## config.mk

```make
export PLATFORM = sky130hd
export DESIGN_NAME = cut_spongent_adapter
export DESIGN_NICKNAME = d
export VERILOG_FILES = /design/src/rtl/cut_spongent_adapter.sv
export SDC_FILE = /design/constraint.sdc
export NUM_CORES = 1
export LEC_CHECK = 0
export ABC_AREA = 1
export BUFFER_PORTS_ARGS = -buffer_cell sky130_fd_sc_hd__buf_4
export CAP_MARGIN = 15
export CORE_ASPECT_RATIO = 0.75
export CORE_MARGIN = 2
export CORE_UTILIZATION = 52
export CTS_CLUSTER_SIZE = 10
export DETAILED_ROUTE_END_ITERATION = 8
export PLACE_DENSITY = 0.89
export SYNTH_ARGS = -nofsm -noshare
export SYNTH_HDL_FRONTEND = slang
export SYNTH_SLANG_ARGS = --single-unit
export TNS_END_PERCENT = 5
```

## constraint.sdc

```tcl
create_clock -name clk -period 2.7 [get_ports clk]
set_clock_uncertainty 0.15 [all_clocks]
set_input_delay 0.405 -clock clk [delete_from_list [all_inputs] [get_ports clk]]
set_output_delay 0.405 -clock clk [all_outputs]
set_load 0.01 [all_outputs]
```

## src/rtl/cut_spongent_adapter.sv

```systemverilog
// Bridges the autotest controller's parallel CUT port to a byte-streaming Spongent core:
// absorbs the message LSB-first, collects the digest byte-wise and counts hash cycles.
module cut_spongent_adapter #(
    parameter int DATA_WIDTH = 32,
    parameter int N          = 88
) (
    input  logic                  clk,
    input  logic                  rst,
    input  logic                  rst_cut,
    input  logic [DATA_WIDTH-1:0] input_to_cut,
    output logic [N-1:0]          output_from_cut,
    output logic                  end_cut,
    output logic                  hash_rst,
    output logic [7:0]            hash_data,
    output logic                  hash_valid,
    output logic                  hash_last,
    input  logic                  hash_ready,
    input  logic [7:0]            hash_out,
    input  logic                  hash_out_valid,
    output logic [31:0]           cycle_count,
    output logic                  proto_err
);

    localparam int MSG_BYTES = DATA_WIDTH / 8;
    localparam int DIG_BYTES = N / 8;
    localparam int MW        = $clog2(MSG_BYTES) + 1;
    localparam int KW        = $clog2(DIG_BYTES) + 1;
    localparam logic [MW-1:0] M_LAST = MW'(MSG_BYTES - 1);
    localparam logic [KW-1:0] K_LAST = KW'(DIG_BYTES - 1);

    typedef enum logic [1:0] {
        IDLE    = 2'd0,
        ABSORB  = 2'd1,
        SQUEEZE = 2'd2,
        DONE    = 2'd3
    } state_t;

    state_t          state_reg;
    logic [MW-1:0]   m_reg;
    logic [KW-1:0]   k_reg;
    logic [31:0]     cycle_count_reg;
    logic            proto_err_reg;
    logic [7:0]      msg_byte [MSG_BYTES];
    logic [7:0]      dig_reg  [DIG_BYTES];

    // Message lanes are read live; the controller keeps input_to_cut stable during a run.
    generate
        for (genvar gi = 0; gi < MSG_BYTES; gi++) begin : g_msg
            assign msg_byte[gi] = input_to_cut[8*gi +: 8];
        end
    endgenerate

    // One register per digest lane, written only when its own index is current.
    generate
        for (genvar gi = 0; gi < DIG_BYTES; gi++) begin : g_dig
            always_ff @(posedge clk) begin
                if (rst || rst_cut) begin
                    dig_reg[gi] <= 8'h00;
                end else if (state_reg == SQUEEZE && hash_out_valid && k_reg == KW'(gi)) begin
                    dig_reg[gi] <= hash_out;
                end
            end
            assign output_from_cut[8*gi +: 8] = dig_reg[gi];
        end
    endgenerate

    always_ff @(posedge clk) begin
        if (rst || rst_cut) begin
            state_reg       <= IDLE;
            m_reg           <= '0;
            k_reg           <= '0;
            cycle_count_reg <= '0;
            proto_err_reg   <= 1'b0;
        end else begin
            // A digest strobe is only meaningful while squeezing; anything else is discarded.
            if (hash_out_valid && state_reg != SQUEEZE) begin
                proto_err_reg <= 1'b1;
            end
            if ((state_reg == ABSORB || state_reg == SQUEEZE) && cycle_count_reg != 32'hFFFF_FFFF) begin
                cycle_count_reg <= cycle_count_reg + 32'd1;
            end
            case (state_reg)
                IDLE: begin
                    state_reg <= ABSORB;
                    m_reg     <= '0;
                    k_reg     <= '0;
                end
                ABSORB: begin
                    if (hash_ready) begin
                        m_reg <= m_reg + MW'(1);
                        if (m_reg == M_LAST) begin
                            state_reg <= SQUEEZE;
                        end
                    end
                end
                SQUEEZE: begin
                    if (hash_out_valid) begin
                        k_reg <= k_reg + KW'(1);
                        if (k_reg == K_LAST) begin
                            state_reg <= DONE;
                        end
                    end
                end
                DONE: begin
                    state_reg <= DONE;
                end
                default: begin
                    state_reg <= IDLE;
                end
            endcase
        end
    end

    // Core-facing outputs depend only on registered state, never on the handshake inputs.
    always_comb begin
        hash_data = 8'h00;
        for (int i = 0; i < MSG_BYTES; i++) begin
            if (state_reg == ABSORB && m_reg == MW'(i)) begin
                hash_data = msg_byte[i];
            end
        end
    end

    assign hash_rst    = (state_reg == IDLE);
    assign hash_valid  = (state_reg == ABSORB);
    assign hash_last   = (state_reg == ABSORB) && (m_reg == M_LAST);
    assign end_cut     = (state_reg == DONE);
    assign cycle_count = cycle_count_reg;
    assign proto_err   = proto_err_reg;

endmodule
```

Word level (Yosys, flattened, before mapping)

Memories as Yosys holds them, arrays and structs flattened.
Cells that the tools add are included.

Register bits: 43
Latch bits: 0
Memory bits (writable): 88
Bits in read-only memories: 0
Bits of input ports: 45
Memories: 1

Add/subtract/negate cells: 3
Multipliers: 0
Divide/modulo/power cells: 0
Magnitude comparators: 0
Equality and inequality tests: 22
Shift operators: 0
Multiplexer cells: 59
Bitwise logic cells: 11
Reductions and logical operators: 28

Memory list:

| memory  | words | width | read ports | clocked after Yosys merged registers in | write ports | line | source |
|---|---|---|---|---|---|---|---|
| dig_reg | 11    | 8     | 11         | 0                                       | 11          | 44   | `logic [7:0] dig_reg [DIG_BYTES];` |

Operators with widths:

| cell                    | count |
|---|---|
| $mux W8                 | 15 |
| $mux W1                 | 35 |
| $add A32 B1 Y32 const B | 1 |
| $ne A32 B32 Y1 const B  | 1 |
| $eq A5 B3 Y1 const B    | 4 |
| $logic_and A1 B1 Y1     | 18 |
| $eq A5 B4 Y1 const B    | 3 |
| $or A1 B1 Y1            | 11 |
| $eq A5 B2 Y1 const B    | 2 |
| $pmux W5 S2             | 1 |
| $mux W2                 | 4 |
| $pmux W2 S4             | 1 |
| $eq A3 B2 Y1 const B    | 2 |
| $ne A2 B1 Y1 const B    | 3 |
| $pmux W3 S2             | 1 |
| $add A5 B1 Y5 const B   | 1 |
| $eq A5 B1 Y1 const B    | 1 |
| $logic_not A5 Y1        | 1 |
| $mux W5                 | 1 |
| $eq A2 B2 Y1 const B    | 2 |
| $ne A2 B2 Y1 const B    | 2 |
| $reduce_and A2 Y1       | 2 |
| $reduce_and A4 Y1       | 1 |
| $reduce_bool A2 Y1      | 2 |
| other kinds (7)         | 8 |

Longest topological paths before layout

Depth in word-level cells: 7
Mapped depth: 12
Mapped depth without buffers: 11

Worst setup path after synthesis

Ideal clock, no wire load.

Path kind: reg-to-output
Start: register state_reg[1]
End: output port hash_data[0]
Data arrival time: 1,537 ps
Required time: 2,145 ps
Path slack: 608 ps
Cell stages (with the launch flop): 9
Buffers on the path: 0
Path through: dfxtp_1 -> inv_1 -> ha_1 -> inv_1 -> nor2_1 -> nand2_1 -> inv_1 -> nand2_1 -> a31oi_1

Cells in the longest elaborated chain, start to end: 6

Ends and longest elaborated chain:

| what                   | line | source |
|---|---|---|
| from (decl)            | 38   | `state_t state_reg;` |
| from (signal assigned) | 69   | `state_reg <= IDLE;` |
| from (signal assigned) | 84   | `state_reg <= ABSORB;` |
| from (signal assigned) | 92   | `state_reg <= SQUEEZE;` |
| $eq A2 B1 Y1 (*)       | --   |  |
| via hash_valid         | 15   | `output logic hash_valid,` |
| $logic_and A1 B1 Y1    | 118  | `if (state_reg == ABSORB && m_reg == MW'(i)) begin` |
| $mux W8 (3 in series)  | 118  |  |
| $mux W8 (*)            | 118  |  |
| to (decl)              | 14   | `output logic [7:0] hash_data,` |

The timed path passes the listed nets; every way through them passes the cells marked *.

Worst setup path after layout

Start: register state_reg[1]
End: output port hash_data[3]

Cells in the longest elaborated chain, start to end: 6

Ends and longest elaborated chain:

| what                  | line |
|---|---|
| $eq A2 B1 Y1 (*)      | 118 |
| $logic_and A1 B1 Y1   | 118 |
| $mux W8 (3 in series) | 118 |
| $mux W8 (*)           | 118 |

Every way passes the cells marked *; elsewhere a longest branch is shown, timed or not.

==> run summary <==
Outcome - finished clean
Rel. slew slack - 31.09%
Compound-Gate Fraction of Synth Area - 5.653%
Cell Area, Synth - 6175 sq um
Remaining global-route overflow - 0
Mux contribution to synthesized area - 0%
Pint - 3573 uW
Die area - 12770 sq um
Max-cap violation count - 0
Skew-Pair Late Insertion Delay - 0.42 ns
Cell Rows - 34
Post-synth ARST share - 0%
CP Max Fanout - 8
Max Freq - 397.8 MHz
Worst reg2reg startpoint - k_reg[0]
WL/cell - 15.17 um
Reported net switching power - 1187 uW
Clock power share - 45.7%
Simple-gate area share of the yosys netlist - 28.63%
Lkg Pwr - 0.003540 uW
# DRC - 0
Number of flops mapped to enable cells by yosys - 88
Sequential fraction of the synthesis area - 56.74%
Fin crit share - 93.09%
Crit path kind - flip-flop to output port
Peak VDD IR - 0.6521 mV
Largest net degree at the start of global routing - 26
I/O Buffers - 177
Critical Path End Type - output port
Antenna violation net count after detailed routing - 0
Crit path DAT - 1.96 ns
Dpl ws - 0.3475 ns
Least-Margin Pin Slew - 1.023 ns
Filler instances - 915
Post-Synth Adder-Cell Area - 3.040%
Hold crit path type - input pin to flip-flop
Vias post-DR - 5481
Final Critical Period - 2.514 ns
H-tree depth - 4
Share of layout cells above drive strength 1 - 28.79%
First-pass GRT wire length - 24.55 mm
Die height - 98.37 um
Vias in the first global route - 4887
RSZ-0062 raised after global routing - no
Post-layout util - 71.10%
Switching Share - 24.94%
Total number of yosys warnings - 0
Starting density of the core - 53.36%
Post-synth net total - 761
Final Hold Vio Count - 0
# IOs - 178
Post-Syn Instances - 701
Drt via density - 5.181
Final GP Congestion - 0.8674
Pins over their slew limit - 0
Sequential share of power - 46.7%
Die width - 129.8 um
CTS tree - yes
Final nets - 943
R2R cell count - 6
Comb power frac - 7.6%
Diodes inserted - 0
Netlist cell types - 29
Max FFs per register - 88
Global Route Usage Sum - 25.16%
Area Overhead vs Synth - 33.23%
Final setup viols - 0
Main combinational cell family by area after synthesis - simple AND/OR/NAND/NOR gates
P per Cell Area - 578.5 nW/um^2
CP Capture Point - hash_data[3]
Clk sink count - 131
Core ar. - 11570 sq um
Commonest non-fill, non-tap cell in the layout - nor2_1
Worst path required time - 2.14 ns
#FFs+latches synth - 131
1st-pass router iterations - 5
Initial antenna violation count - 0
Worst-case clock buffer depth - 2
Worst reg2reg setup slack - 0.43 ns
Post-DP HPWL - 11.66 mm
CP Launch Type - flip-flop
Final WS setup - 0.1865 ns
TritonCTS Buffers - 17
Ys flop type - edfxtp_1
Clock-pin slew on the worst setup and hold paths - 0.06 ns
Reg-to-reg endpoint - dig_reg[10][5]
Fin Setup TNS - 0 ns
Most frequent cells in the layout - nor2_1 (187), buf_4 (185), nand2_1 (122), edfxtp_1 (88), inv_1 (59)
Root Driver - clkbuf_16
WL final - 16.05 mm
Crit path launch - state_reg[1]
Xor/xnor share of the synthesized area - 0%
Initial DRC Count - 407
Avg Inst Size Synth - 8.808 sq um
==> worst min-delay path by stage <==
stage | slack [ns] | cells past startpoint | from | endpoint
2_1_floorplan | 0.30 | 2 | m_reg[2] | m_reg[2]
3_3_place_gp | 0.30 | 2 | proto_err | proto_err
3_5_place_dp | 0.32 | 2 | proto_err | proto_err
4_1_cts | 0.09 | 3 | hash_out_valid | proto_err
5_1_grt | 0.11 | 3 | hash_out_valid | proto_err
6_report | 0.1 | 3 | hash_out_valid | proto_err
==> metal layers <==
layer | wire length, um | track usage, % | vias up
met5 | 0 | 0 | -
met4 | 198 | 6.700 | 0
met3 | 1550 | 6.959 | 18
met2 | 7460 | 40.15 | 261
met1 | 6840 | 34.07 | 2514
li1 | - | - | 2688
==> cell type report <==
class | count | area [sq um] | share of cell area, %
Multi-Input combinational cell | 484 | 2325 | 28.26
Clock inverter | 15 | 138.9 | 1.688
Timing Repair Buffer | 185 | 1389 | 16.88
Inverter | 64 | 240.2 | 2.920
Sequential cell | 131 | 3506 | 42.62
Clock buffer | 17 | 425.4 | 5.171
Tap cell | 162 | 202.7 | 2.464
==> power groups by stage <==
stage | Sequential, uW | Combinational (uW) | Clock (uW)
detailed placement | 2260 | 355 | 0
CTS | 2220 | 356 | 2200
finish | 2220 | 360 | 2180
global placement | 2260 | 347 | 0
floorplan | 2290 | 124 | 0
global route | 2230 | 393 | 2290
==> timing repair <==
action / 4_1_cts / 5_1_grt
setup buffers: 0 / 2
cloned: 0 / 0
endpoints found under the setup margin: 8 / 8
hold buffers: 0 / 0
gates resized for setup: 2 / 7
pin swaps: 1 / 4
==> critical path, stage by stage, from the launching register on <==
cell and delay, ns:
dfxtp_2 0.33, inv_2 0.09, ha_4 0.16, inv_2 0.05, nor2_2 0.13, nand3b_1 0.24
nor2_1 0.17, o21ai_1 0.07, a31oi_1 0.17, buf_4 0.14
==> cell families (layout without fill, tap and decap cells) <==
family,count (synthesis),after routing
AO/OA/AOI/OAI,65,65
adder cells (fa/ha/maj),15,15
buffers and inverters,86,281
flip-flops,131,131
AND/OR/NAND/NOR,404,404
==> synthesized netlist by cell type, types with 10 or more instances <==
master	count	area (sq um)
edfxtp_1	88	2643
nor2_2	11	68.82
inv_1	62	232.7
nand3_1	40	200.2
o21ai_0	12	60.06
a31oi_1	11	68.82
ha_1	15	187.7
dfxtp_1	43	860.8
a21oi_1	37	185.2
nor2_1	188	705.7
nand4_1	15	93.84
nand2_1	122	457.9
clkbuf_1	10	37.54
==> per-stage QoR <==
stage / total power (uW) / cell area [sq um] / instances / hold slack (ns)
2_1_floorplan: 2416 / 6175 / 701 / 0.3024
3_3_place_gp: 2610 / 7630 / 1024 / 0.3041
3_5_place_dp: 2619 / 7630 / 1024 / 0.3169
4_1_cts: 4777 / 8197 / 1056 / 0.09292
5_1_grt: 4913 / 8227 / 1058 / 0.1089
6_report: 4759 / 8227 / 1058 / 0.09928
Power figures use the tool's default switching activity.
